`src/rtl/mul_32.sv`:
```
// mul_32: iterative 32x32 -> 64-bit shift-add multiplier with per-operand signedness.
// Accept on start when idle, 32 compute cycles, one-cycle done pulse; lo/hi hold the last product.
`default_nettype none

module mul_32 #(
  parameter int WIDTH = 32
) (
  input  logic             clk,
  input  logic             rst_n,
  input  logic             start,
  input  logic             a_signed,
  input  logic             b_signed,
  input  logic [WIDTH-1:0] a,
  input  logic [WIDTH-1:0] b,
  output logic             busy,
  output logic             done,
  output logic [WIDTH-1:0] lo,
  output logic [WIDTH-1:0] hi
);

  localparam int CW = $clog2(WIDTH);
  localparam logic [CW-1:0] LAST = CW'(WIDTH - 1);

  logic [CW-1:0]      cnt;
  logic [2*WIDTH-1:0] acc;
  logic [2*WIDTH-1:0] mcand;
  logic [WIDTH-1:0]   mplier;
  logic               neg;

  logic               a_neg, b_neg;
  logic [WIDTH-1:0]   a_mag, b_mag;
  logic [2*WIDTH-1:0] sum, prod;

  // Negating -2^(WIDTH-1) wraps back to the same bit pattern, which is the
  // correct unsigned magnitude.
  always_comb begin
    a_neg = a_signed & a[WIDTH-1];
    b_neg = b_signed & b[WIDTH-1];
    a_mag = a_neg ? (~a + 1'b1) : a;
    b_mag = b_neg ? (~b + 1'b1) : b;
    sum   = acc + (mplier[0] ? mcand : {(2*WIDTH){1'b0}});
    prod  = neg ? (~sum + 1'b1) : sum;
  end

  always_ff @(posedge clk or negedge rst_n) begin
    if (!rst_n) begin
      busy   <= 1'b0;
      done   <= 1'b0;
      lo     <= '0;
      hi     <= '0;
      cnt    <= '0;
      acc    <= '0;
      mcand  <= '0;
      mplier <= '0;
      neg    <= 1'b0;
    end else begin
      done <= 1'b0;
      if (!busy) begin
        if (start) begin
          busy   <= 1'b1;
          cnt    <= '0;
          acc    <= '0;
          mcand  <= {{WIDTH{1'b0}}, a_mag};
          mplier <= b_mag;
          neg    <= a_neg ^ b_neg;
        end
      end else begin
        acc    <= sum;
        mcand  <= mcand << 1;
        mplier <= mplier >> 1;
        cnt    <= cnt + 1'b1;
        if (cnt == LAST) begin
          busy <= 1'b0;
          done <= 1'b1;
          lo   <= prod[WIDTH-1:0];
          hi   <= prod[2*WIDTH-1:WIDTH];
        end
      end
    end
  end

endmodule

`default_nettype wire

```
`config.mk`:
```
export PLATFORM = sky130hd
export DESIGN_NAME = mul_32
export DESIGN_NICKNAME = d
export VERILOG_FILES = /design/src/rtl/mul_32.sv
export SDC_FILE = /design/constraint.sdc
export NUM_CORES = 1
export LEC_CHECK = 0
export ABC_AREA = 1
export BUFFER_PORTS_ARGS = -buffer_cell sky130_fd_sc_hd__buf_2
export CORE_ASPECT_RATIO = 1.75
export CORE_UTILIZATION = 40
export CTS_CLUSTER_DIAMETER = 60
export DETAILED_ROUTE_END_ITERATION = 12
export SLEW_MARGIN = 30
export SYNTH_ARGS = -nofsm -noshare
export SYNTH_HDL_FRONTEND = slang
export SYNTH_SLANG_ARGS = --single-unit
```
`constraint.sdc`:
```
create_clock -name clk -period 4.4 [get_ports clk]
set_input_delay 1.32 -clock clk [delete_from_list [all_inputs] [get_ports clk]]
set_output_delay 1.32 -clock clk [all_outputs]
set_load 0.1 [all_outputs]
```
=== Word-level counts from Yosys, hierarchy flattened ===
Index checks and enable logic that the tools add are counted.
Widths: inputs -> output; s select.

* Word-level logic and storage cells: 42
* Output and inout bits: 66
* Bits in registers: 232
* Input bits: 69

* Equality and inequality tests: 1
* Muxes and demuxes: 17
* Reduce and logical (&&, ||, !) cells: 3
* Bitwise operators: 7
* Add/sub/neg operators: 5

{| class="wikitable"
|+ Operators by type and width
! kind !! count
|-
| $mux 64 || 6
|-
| $mux 32 || 4
|-
| $add 32x1->32 const B || 2
|-
| $add 64x1->64 const B || 1
|-
| $add 64x64->64 || 1
|-
| $not 32->32 || 2
|-
| $not 64->64 || 1
|-
| $mux 5 || 2
|-
| $add 5x1->5 const B || 1
|-
| $eq 5x5->1 const B || 1
|-
| $mux 1 || 5
|-
| $reduce_and 2->1 || 2
|-
| $and 1x1->1 || 2
|-
| $reduce_bool 2->1 || 1
|-
| $not 1->1 || 1
|-
| $xor 1x1->1 || 1
|}

=== Longest topological paths before layout ===
* Depth in word-level cells: 5
* Mapped depth: 29

=== Worst setup path after synthesis ===
No wires, ideal clock.

* Path kind: flip-flop to flip-flop
* Start point: reg mplier[0]
* End point: reg hi[28]
* Stages on the path, launching flop included: 24
* Buffers on the path: 2
* Slack: 998 ps
* Required time: 4280 ps
* Arrival: 3283 ps
* Setup time: 120 ps
* Cell sequence: dfrtp_1 > clkbuf_1 > clkbuf_1 > nand2_1 > inv_1 > ha_1 > inv_1 > fa_1 > ha_1 > inv_1 > nor2_1 > nand3_1 > nor2_1 > nand2_1 > nor2_4 > nand3_4 > nor2_8 > nand3_2 > nor2_2 > nand3_1 > nand2_1 > nand3_1 > nand3_1 > nand2_1

* Longest elaborated chain between the ends: 5

{| class="wikitable"
|+ Ends and longest elaborated chain
! element !! line !! RTL
|-
| from (decl) || 27 || <nowiki>logic [WIDTH-1:0] mplier;</nowiki>
|-
| from (signal assigned) || 64 || <nowiki>mplier <= b_mag;</nowiki>
|-
| from (signal assigned) || 70 || <nowiki>mplier <= mplier >> 1;</nowiki>
|-
| $mux 64 (*) || 41 || <nowiki>sum = acc + (mplier[0] ? mcand : {(2*WIDTH){1'b0}});</nowiki>
|-
| $add 64x64->64 (*) || 41 ||
|-
| $not 64->64 || 42 || <nowiki>prod = neg ? (~sum + 1'b1) : sum;</nowiki>
|-
| $add 64x1->64 || 42 ||
|-
| $mux 64 (*) || 42 ||
|-
| to (signal assigned) || 76 || <nowiki>hi <= prod[2*WIDTH-1:WIDTH];</nowiki>
|-
| to (decl) || 18 || <nowiki>output logic [WIDTH-1:0] hi</nowiki>
|}

Every way passes the cells marked *; elsewhere a longest branch is shown, timed or not.
A chain may end at the register's enable or synchronous reset.

=== Final worst setup path ===
* Start point: reg mplier[0]
* End point: reg hi[19]

The elaborated chain is that of the path after synthesis.

==> flow_summary.ini <==
[logic_synthesis]
avgSynthCellArea_um2 = 6.21
ys_ff_latch = 232
yosys_warnings = 0
synth_area_um2 = 18600
synthFlopType = dfrtp_1
yosysTopAreaCell = dfrtp_1
yosysSeqAreaShare_pct = 31.3
syn_inst = 2993
yosys-top-cells-count = 1112 x nand2_1, 471 x inv_1, 265 x nor2_1
synth.most_common_cell = nand2_1
async_reset_ff_share_pct = 100
syn_nets = 3131
synthTopCellsByArea = dfrtp_1 31%, nand2_1 22%, inv_1 9.5%
synth-edff-count = 0
yosysTopAreaCellShare_pct = 31.3
ys_types = 45

[setup_path]
path_cells = buf_12 > nand2_1 > inv_1 > ha_1 > nand2_1 > nor2_1 > nand2_1 > nor2_1 > nand2_1 > nand3_1 > nand3_1 > nand3_1 > nand2_1 > nor2_1 > nand2_1 > nor2_1 > nand3b_1 > nand2_2 > nand3_1 > nand3_1 > nand2_1
critPathTopFamily = simple AND/OR/NAND/NOR gates
path_common_cell = nand2_1
critPathBufInv = 2
startpoint_type = flop
worstPathArrival_ps = 4410
crit_fanout = 64
cp_slowest_cell = dfrtp_2
critPathCaptureType = flop
criticalPathCategory = reg2reg
crit_required_ps = 4860
cpPeakStageDelay_ps = 420

[floorplan]
chipHeight_um = 287
io_pins = 135
dieArea_um2 = 47300
coreArea_um2 = 45900
core.rowCount = 104
dieWidth_um = 165
start_util_pct = 40.4

[pwr]
powerDensity_nw_per_um2 = 745
power_leakage_nw = 11.4
irDropWorstVdd_mv = 0.872

[sta]
drv_slew = 0
max_slew_margin_pct = 36.2
period_share_pct = 89.8
rsz0062_at_grt = false
setup_viol = 0
finalClockSkew_ps = 21.1
hold_viol = 0
max_freq_mhz = 253
hold_ws_ps = 472
fin_tns_setup_ps = 0
tightest_slew_ps = 957
min_period_ps = 3950

[final_layout]
stdcell_count = 3708
diodes = 0
area_delta_synth_final_pct = 12.0
drive_gt1_share_pct = 9.47
fin_nets = 3245

[detailed_routing]
wl_mm = 74.2
vias = 19192
avgViaCountPerCell = 5.18
route.detailed.drc = 1
ant_nets = 0
wl_per_cell_um = 20.0
dr.pass1.iters = 11
first_iter_violations = 1144

[clock_network]
cts_buffers = 26
cts_tree = done
cts_setup_buffers = 0
root_buffer = clkbuf_16
clock_sinks = 232
clk_path_buf_depth = 3
cts_resized = 0
clkTransAtPathRegs_ps = 60
htreeDepth = 1
ctsHoldBuffers = 0
clock_latency_ps = 590

[grt]
grt_pass1_vias = 19256
grt_max_degree = 96
grt_usage_pct = 32.0
antenna_found_initial = 0
met1_usage_pct = 29.3
globalRouteOverflowTotal = 0
grt_util_met3_pct = 3.17
grt_use_met2_pct = 60.2
busiest_layer = met2
grt_pass1_wl_mm = 111

[flow_run]
drv_cap = 0

[min_path]
hp-class = reg2reg

[status]
status = complete, but fails checks
violations = DRC

[place]
gp_congestion = 1.01
dp_hpwl_mm = 60.8
port_buffers = 134
placed_cells = 3662
registers in the layout, indices dropped and copies added, names as in the netlist, 5 cells and up:
register and flops:
acc 64, mcand 64, mplier 32, hi 32, cnt 5, lo 32
power breakdown:
group	internal, W	total [W]	switching, W
logic	0.00221	0.00933	0.00712
registers	0.00306	0.00397	0.000909
clock network	0.00119	0.00219	0.00100
worst paths after layout:
path,depth (start not counted),slack (ps),startpoint,end
worst min-delay path,2,470,hi[14],hi[14]
min in group asynchronous,1,730,rst_n,mplier[9]
worst min register to register,2,470,hi[14],hi[14]
max in group asynchronous,2,2800,rst_n,hi[22]
worst max register to register,21,450,mplier[0],hi[19]
worst max-delay path,21,450,mplier[0],hi[19]
worst min-delay path: stages (launching register included):
cell	delay (ps)
dfrtp_1	340
nand2_1	50
nand2_1	50
area by class of cell:
class,count,area [um2]
well taps,583,729
clock buffers,31,689
multi-input cells,2191,10600
fillers,5005,25100
inverters,496,1860
clock inverters,15,141
repair buffers,160,930
flip-flops and latches,232,5810
metal layers:
layer | routed length, um | share of wire (%) | vias to the layer above
li1 | - | - | 9592
met1 | 24400 | 33 | 8920
met2 | 39200 | 53 | 472
met3 | 2370 | 3.2 | 208
met4 | 8220 | 11 | 0
met5 | 0 | 0 | -
kinds of logic after synthesis:
kind of cell	Yosys count	synth area share [%]
xor gates and xnor gates	78	3.76
and+or+nand+nor	1679	37.5
DFF	232	31.3
adders and majority gates	69	4.69
AOI/OAI and AO/OA	365	11.3
buffers and inverters	570	11.5
placed cells by master, fill, tap and decap left out, types with 5 or more instances in the layout:
cell type  synthesis  final
nand2_1         1112   1110
inv_1            471    470
nor2_1           265    264
dfrtp_1          232    229
o21ai_0          158    158
nand3_1          156    156
buf_2              4    133
a21oi_1           78     78
ha_1              68     68
xor2_1            53     53
o211ai_1          33     33
o22ai_1           31     31
nand4_1           30     30
nor3_1            29     29
nand2_2           25     27
clkbuf_16          0     26
a22oi_1           24     24
xnor2_1           23     23
inv_2             21     22
buf_4              0     21
nand3b_1          17     17
nor2_2            12     12
o21ai_1           11     11
nor2_4             8      9
nand3_2            9      9
a31oi_1            7      7
o21bai_1           6      6
o311ai_0           6      6
nor4_1             5      5
clkinv_2           0      5
stage by stage:
| stage | setup WS [ps] | total power [W] | area (um2) | utilization [%] |
|---|---|---|---|---|
| 6_report | 451 | 0.0155 | 20800 | 45.3 |
| 5_1_grt | 202 | 0.0165 | 20800 | 45.3 |
| 4_1_cts | 543 | 0.0156 | 20800 | 45.3 |
| 3_5_place_dp | 496 | 0.0133 | 20000 | 43.5 |
| 3_3_place_gp | 538 | 0.0132 | 20000 | 43.5 |
| 2_1_floorplan | 998 | 0.0101 | 18600 | - |
(Power assumes the default switching activity.)
